==> config.mk <==
export PLATFORM = sky130hd
export DESIGN_NAME = forward_scoreboard
export DESIGN_NICKNAME = d
export VERILOG_FILES = /design/src/rtl/forward_scoreboard.sv
export SDC_FILE = /design/constraint.sdc
export NUM_CORES = 1
export LEC_CHECK = 0
export BUFFER_PORTS_ARGS = -buffer_cell sky130_fd_sc_hd__buf_2
export CAP_MARGIN = 0
export CELL_PAD_IN_SITES_DETAIL_PLACEMENT = 1
export CELL_PAD_IN_SITES_GLOBAL_PLACEMENT = 2
export CORE_MARGIN = 2
export CORE_UTILIZATION = 33
export CTS_BUF_LIST = sky130_fd_sc_hd__clkbuf_16
export CTS_CLUSTER_DIAMETER = 50
export DETAILED_ROUTE_END_ITERATION = 16
export MAX_ROUTING_LAYER = met4
export PLACE_DENSITY = 0.88
export SLEW_MARGIN = 20
export SYNTH_ARGS = -nofsm -noshare
export SYNTH_HDL_FRONTEND = slang
export SYNTH_SLANG_ARGS = --single-unit
==> constraint.sdc <==
create_clock -name clk -period 2.5 [get_ports clk]
set_clock_uncertainty 0.15 [all_clocks]
set_input_delay 0.25 -clock clk [delete_from_list [all_inputs] [get_ports clk]]
set_output_delay 0.25 -clock clk [all_outputs]
set_load 0.02 [all_outputs]
==> src/rtl/forward_scoreboard.sv <==
// Operand-forwarding select and load-use hazard unit backed by a shadow pipeline of destination records.
// Optional FWD_SCOREBOARD_STATS_EN adds saturating stall/forward event counters.
module forward_scoreboard #(
    parameter int FWD_DEPTH  = 2,
    parameter int LOAD_STAGE = 2,
    parameter int REG_W      = 5,
    parameter int SEL_W      = $clog2(FWD_DEPTH + 1)
) (
    input  logic             clk,
    input  logic             reset,
    input  logic             advance,
    input  logic             ex_valid,
    input  logic [REG_W-1:0] ex_rd,
    input  logic             ex_regwrite,
    input  logic             ex_is_load,
    input  logic [REG_W-1:0] rs1_ex,
    input  logic [REG_W-1:0] rs2_ex,
    input  logic             use_rs1_ex,
    input  logic             use_rs2_ex,
    output logic [SEL_W-1:0] forward_a,
    output logic [SEL_W-1:0] forward_b,
    output logic             stall_ex
`ifdef FWD_SCOREBOARD_STATS_EN
    ,
    output logic [31:0]      stall_count,
    output logic [31:0]      fwd_count
`endif
);

    logic [FWD_DEPTH:1] sh_vld;
    logic [FWD_DEPTH:1] sh_rw;
    logic [FWD_DEPTH:1] sh_ld;
    logic [REG_W-1:0]   sh_rd [1:FWD_DEPTH];

    logic [SEL_W-1:0] sel_a, sel_b;
    logic             ld_a, ld_b;
    logic             hz_a, hz_b;

    // Scan oldest to youngest so the smallest matching stage is left standing.
    always_comb begin
        sel_a = '0;
        sel_b = '0;
        ld_a  = 1'b0;
        ld_b  = 1'b0;
        for (int k = FWD_DEPTH; k >= 1; k--) begin
            if (use_rs1_ex && (rs1_ex != '0) && sh_vld[k] && sh_rw[k] && (sh_rd[k] == rs1_ex)) begin
                sel_a = SEL_W'(k);
                ld_a  = sh_ld[k];
            end
            if (use_rs2_ex && (rs2_ex != '0) && sh_vld[k] && sh_rw[k] && (sh_rd[k] == rs2_ex)) begin
                sel_b = SEL_W'(k);
                ld_b  = sh_ld[k];
            end
        end
        hz_a = ex_valid && ld_a && (sel_a != '0) && (int'(sel_a) < LOAD_STAGE);
        hz_b = ex_valid && ld_b && (sel_b != '0) && (int'(sel_b) < LOAD_STAGE);
    end

    // A hazarded operand gets no select; the older match is not a valid substitute.
    assign stall_ex  = ~reset & (hz_a | hz_b);
    assign forward_a = (reset || hz_a) ? '0 : sel_a;
    assign forward_b = (reset || hz_b) ? '0 : sel_b;

    // Shadow stage boundary: control bits, cleared by reset.
    always_ff @(posedge clk) begin
        if (reset) begin
            sh_vld <= '0;
        end else if (advance) begin
            for (int k = FWD_DEPTH; k >= 2; k--) begin
                sh_vld[k] <= sh_vld[k-1];
            end
            sh_vld[1] <= ex_valid & ~stall_ex;
        end
    end

    // Shadow stage boundary: record payload, meaningful only under its valid bit.
    always_ff @(posedge clk) begin
        if (advance) begin
            for (int k = FWD_DEPTH; k >= 2; k--) begin
                sh_rd[k] <= sh_rd[k-1];
                sh_rw[k] <= sh_rw[k-1];
                sh_ld[k] <= sh_ld[k-1];
            end
            sh_rd[1] <= ex_rd;
            sh_rw[1] <= ex_regwrite;
            sh_ld[1] <= ex_is_load;
        end
    end

`ifdef FWD_SCOREBOARD_STATS_EN
    function automatic logic [31:0] sat_inc(input logic [31:0] v);
        return (v == 32'hFFFF_FFFF) ? v : v + 32'd1;
    endfunction

    always_ff @(posedge clk) begin
        if (reset) begin
            stall_count <= '0;
            fwd_count   <= '0;
        end else begin
            if (advance && stall_ex)
                stall_count <= sat_inc(stall_count);
            if (advance && ex_valid && !stall_ex && ((forward_a != '0) || (forward_b != '0)))
                fwd_count <= sat_inc(fwd_count);
        end
    end
`endif

endmodule

# == Word level (Yosys, flattened, before mapping) ==
# Memories as Yosys holds them, arrays and structs flattened.
# Index checks and enable logic that the tools add are counted.
# word_totals
wordCells,53
ff_bits,6
memories,1
in_bits,23
mem_bits_rw,10
# classes
eq_ne,4
n_lt_le_gt_ge,2
n_mux,12
bitwise,5
n_reduce_logical,26
# memory_table
memory,words,width,read_ports,rd_ports_with_merged_regs,write_ports,line,text
sh_rd,2,5,2,0,2,33,logic [REG_W-1:0] sh_rd [1:FWD_DEPTH];
# op_table
op,count
5-bit equality test,4
1-bit logical AND,20
2-bit 2-to-1 mux,6
5-bit nonzero test,2
1-bit 2-to-1 mux,6
2-bit less-than comparator (second input constant),2
2-bit nonzero test,2
1-bit AND,2
1-bit logical OR,2
1-bit inverter,2
1-bit bitwise OR,1

# == Logic depth before layout (Yosys ltp) ==
# depth
ltp_word,14
depth_mapped,4

# == Worst setup path after synthesis ==
# No wires, ideal clock.
# synth_timing
path_type,reg2out
startpoint,memory sh_rd[1][4]
endpoint,output stall_ex
path_buffers,0
setup_slack_ps,485
path_stages_with_launch,5
arrival_time_ps,1615
path_cell_list,edfxtp_1 > xnor2_1 > nand4_1 > or4_4 > a211oi_2
# synth_lines
item,line,text
start: declaration,33,
end: declaration,22,output logic stall_ex

==> summary.md <==
| Metric | Value |
|---|---|
| R2R depth | 4 |
| Actual slew at the worst max-slew pin | 0.3834 ns |
| HP Start | ex_rd[1] |
| Top cells by area, synth | edfxtp_1, xnor2_1, dfxtp_1 |
| Hold Path Stages | 1 |
| Run status | finished clean |
| Worst R2R End | sh_vld[1] |
| MaxCap Viol Count | 0 |
| Hold WC Path Type | input pin to flip-flop |
| PD cells | 649.7 mW/mm^2 |
| Placed Cells | 128 |
| Clk root buf | clkbuf_16 |
| Die Span X | 54.96 um |
| Startpoint Class | flip-flop |
| Final setup vio count | 0 |
| P&R area growth vs syn | 31.24% |
| Die ar. | 0.003021 sq mm |
| Fin crit share | 0.9754 |
| Leakage Power | 0.4304 nW |
| Worst-path fanout max | 3 |
| CTS tree | yes |
| Vert. Die Dim | 54.96 um |
| DRT Pass-1 Iters | 4 |
| Iteration-0 DRC Markers | 10 |
| Top-area cell type share of the netlist area | 0.4555 |
| Setup Fix Bufs, Post-CTS | 0 |
| CTS buffer count | 3 |
| Count of pins over their slew limit | 0 |
| Starting density of the core | 0.3460 |
| Post-synth net total | 94 |
| IO Count | 28 |
| Pwr Total | 0.0007308 W |
| Global-route wire length before repair | 3.498 mm |
| Crit path time final | 2.439 ns |
| Core Rows | 18 |
| Total congestion overflow | 0 |
| Hold-fix buffers, CTS | 0 |
| R2R setup slack | 0.76 ns |
| Largest net degree at the start of global routing | 18 |
| Drt drc | 0 |
| Synth Warn # | 0 |
| Maximum clock frequency | 0.4101 GHz |
| Antenna-violating nets left | 0 |
| Kind of critical path | flip-flop to output pin |
| Port bufs | 27 |
| Drt total wl | 2.206 mm |
| Vias per cell | 5.280 |
| Core Box Area | 0.002477 sq mm |
| Tot GR Track Use | 0.1851 |
| Register bit total from synthesis | 15 |
| Layout Nets | 126 |
| Fin. Hold Viols | 0 |
| Vias post-DR | 697 |
| Initial antenna violation count | 0 |
| Relative slew slack | 0.7444 |
| Final setup margin | 0.06143 ns |
| Worst-case vdd ir drop | 0.5509 mV |
| GPL Wtd Cong | 0.9327 |
| Register area share after synthesis | 0.5022 |
| Crit path arrival time | 2.04 ns |
| Clock sink count | 15 |
| DR WL/cell | 16.71 um |
| H-tree depth | 1 |
| Diodes inserted | 0 |
| Yosys top cell by area | edfxtp_1 |
| Syn avg cell area | 12.07 sq um |
| Post-Synthesis Cells | 71 |
| Layout cells sized above 1 | 0.3824 |
| Netlist cell types | 23 |
| Fin cells | 132 |
| Bufs on Longest Clock Path | 2 |
| Clk slew on worst S/H paths | 0.05 ns |
| DP Worst Slack | 0.3313 ns |
| Crit path required time | 2.10 ns |
| Syn Std Cell Area | 857.1 sq um |
| Post-DP HPWL | 1.711 mm |
| Worst hold endpoint | sh_rd[1][1] |
| Crit path capture type | output pin |
| Vias in the first global route | 744 |
| Worst skew pair latency | 0.25 ns |
| Post-cts resize count | 0 |
| Worst r2r src | sh_rd[1][0] |
==> cells by family after synthesis <==
family / Yosys count / share of synthesized area
muxes: 1 / 0.01168
and+or+nand+nor: 26 / 0.1956
xor gates and xnor gates: 20 / 0.2131
buffers and inverters: 1 / 0.004375
DFF: 15 / 0.5022
AOI/OAI and AO/OA: 8 / 0.07298
==> final cells by class <==
| type | count | area (sq um) |
|---|---|---|
| Clock buffer | 3 | 75.07 |
| Inverter | 1 | 3.754 |
| Tap cell | 30 | 37.54 |
| Sequential cell | 15 | 430.4 |
| Clock inverter | 1 | 5.005 |
| Fill cell | 288 | 1353 |
| Timing Repair Buffer | 27 | 135.1 |
| Multi-Input combinational cell | 55 | 437.9 |
==> worst max path at each step <==
| stage | start | slack [ns] | cells past startpoint | to |
|---|---|---|---|---|
| 2_1_floorplan | sh_rd[1][4] | 0.49 | 4 | stall_ex |
| 3_3_place_gp | sh_rd[1][3] | 0.38 | 5 | stall_ex |
| 3_5_place_dp | sh_rd[1][3] | 0.33 | 5 | stall_ex |
| 4_1_cts | sh_rd[1][3] | 0.05 | 5 | stall_ex |
| 5_1_grt | sh_rd[1][1] | -0.007 | 5 | stall_ex |
| 6_report | sh_rd[1][1] | 0.06 | 5 | stall_ex |
==> state kept, by name (all words and copies together), names as in the netlist <==
name / cells
sh_rw: 2
sh_rd: 10
sh_ld: 1
sh_vld: 2
==> metrics by stage <==
step | instance area [sq um] | util | hold slack, ns | TNS [ns]
floorplan | 857.1 | - | 0.1724 | 0
global placement | 1030 | 0.4157 | 0.2762 | 0
detailed placement | 1030 | 0.4157 | 0.2788 | 0
CTS | 1110 | 0.4480 | 0.02007 | 0
global route | 1125 | 0.4540 | 0.02056 | -0.007490
finish | 1125 | 0.4540 | 0.02269 | 0
==> power by group <==
group	switching, W	leakage, nW	internal [W]
sequential	0.0000183	0.144	0.000294
combinational	0.0000502	0.246	0.0000495
clock	0.000104	0.0409	0.000214
==> cells in the mapped netlist, drive strengths merged <==
cell and count:
o22ai 2, a211oi 1, nand3b 2, xor2 4, edfxtp 13, mux2i 1, a21oi 1, nand3 2
xnor2 16, nor4 2, nor2 4, nand4 2, nand2 5, and4 2, o21ai 2, nand2b 1
inv 1, o211ai 2, dfxtp 2, or4 4, or4bb 2
==> per-layer routing <==
layer,GRT usage,vias to the layer above,wire [um]
met5,-,-,0
met4,0.1138,0,70
met3,0.05376,9,133
met2,0.2917,27,1084
met1,0.2068,329,917
li1,-,332,-
==> cell usage in the layout, fill, tap and decap left out <==
master,Yosys,final
or4bb_1,2,2
or4_1,2,2
edfxtp_1,13,13
a211oi_2,1,1
and4_1,2,2
nor2_1,4,4
xor2_1,4,4
mux2i_1,1,1
nand4_1,2,2
nand2b_1,1,1
or4_4,2,2
buf_2,0,27
nand3b_1,2,2
clkinv_2,0,1
dfxtp_1,2,2
o21ai_2,2,2
o22ai_1,2,2
o211ai_1,2,2
a21oi_1,1,1
xnor2_2,1,3
xnor2_1,15,13
nor4_1,2,2
clkbuf_16,0,3
nand3_1,2,2
inv_1,1,1
nand2_1,5,5
==> critical path, stage by stage (launching register included) <==
cell and delay (ns):
edfxtp_1 0.44, xnor2_1 0.27, nand4_1 0.14, or4_4 0.55
a211oi_2 0.20, buf_2 0.19
Power figures use the tool's default switching activity.
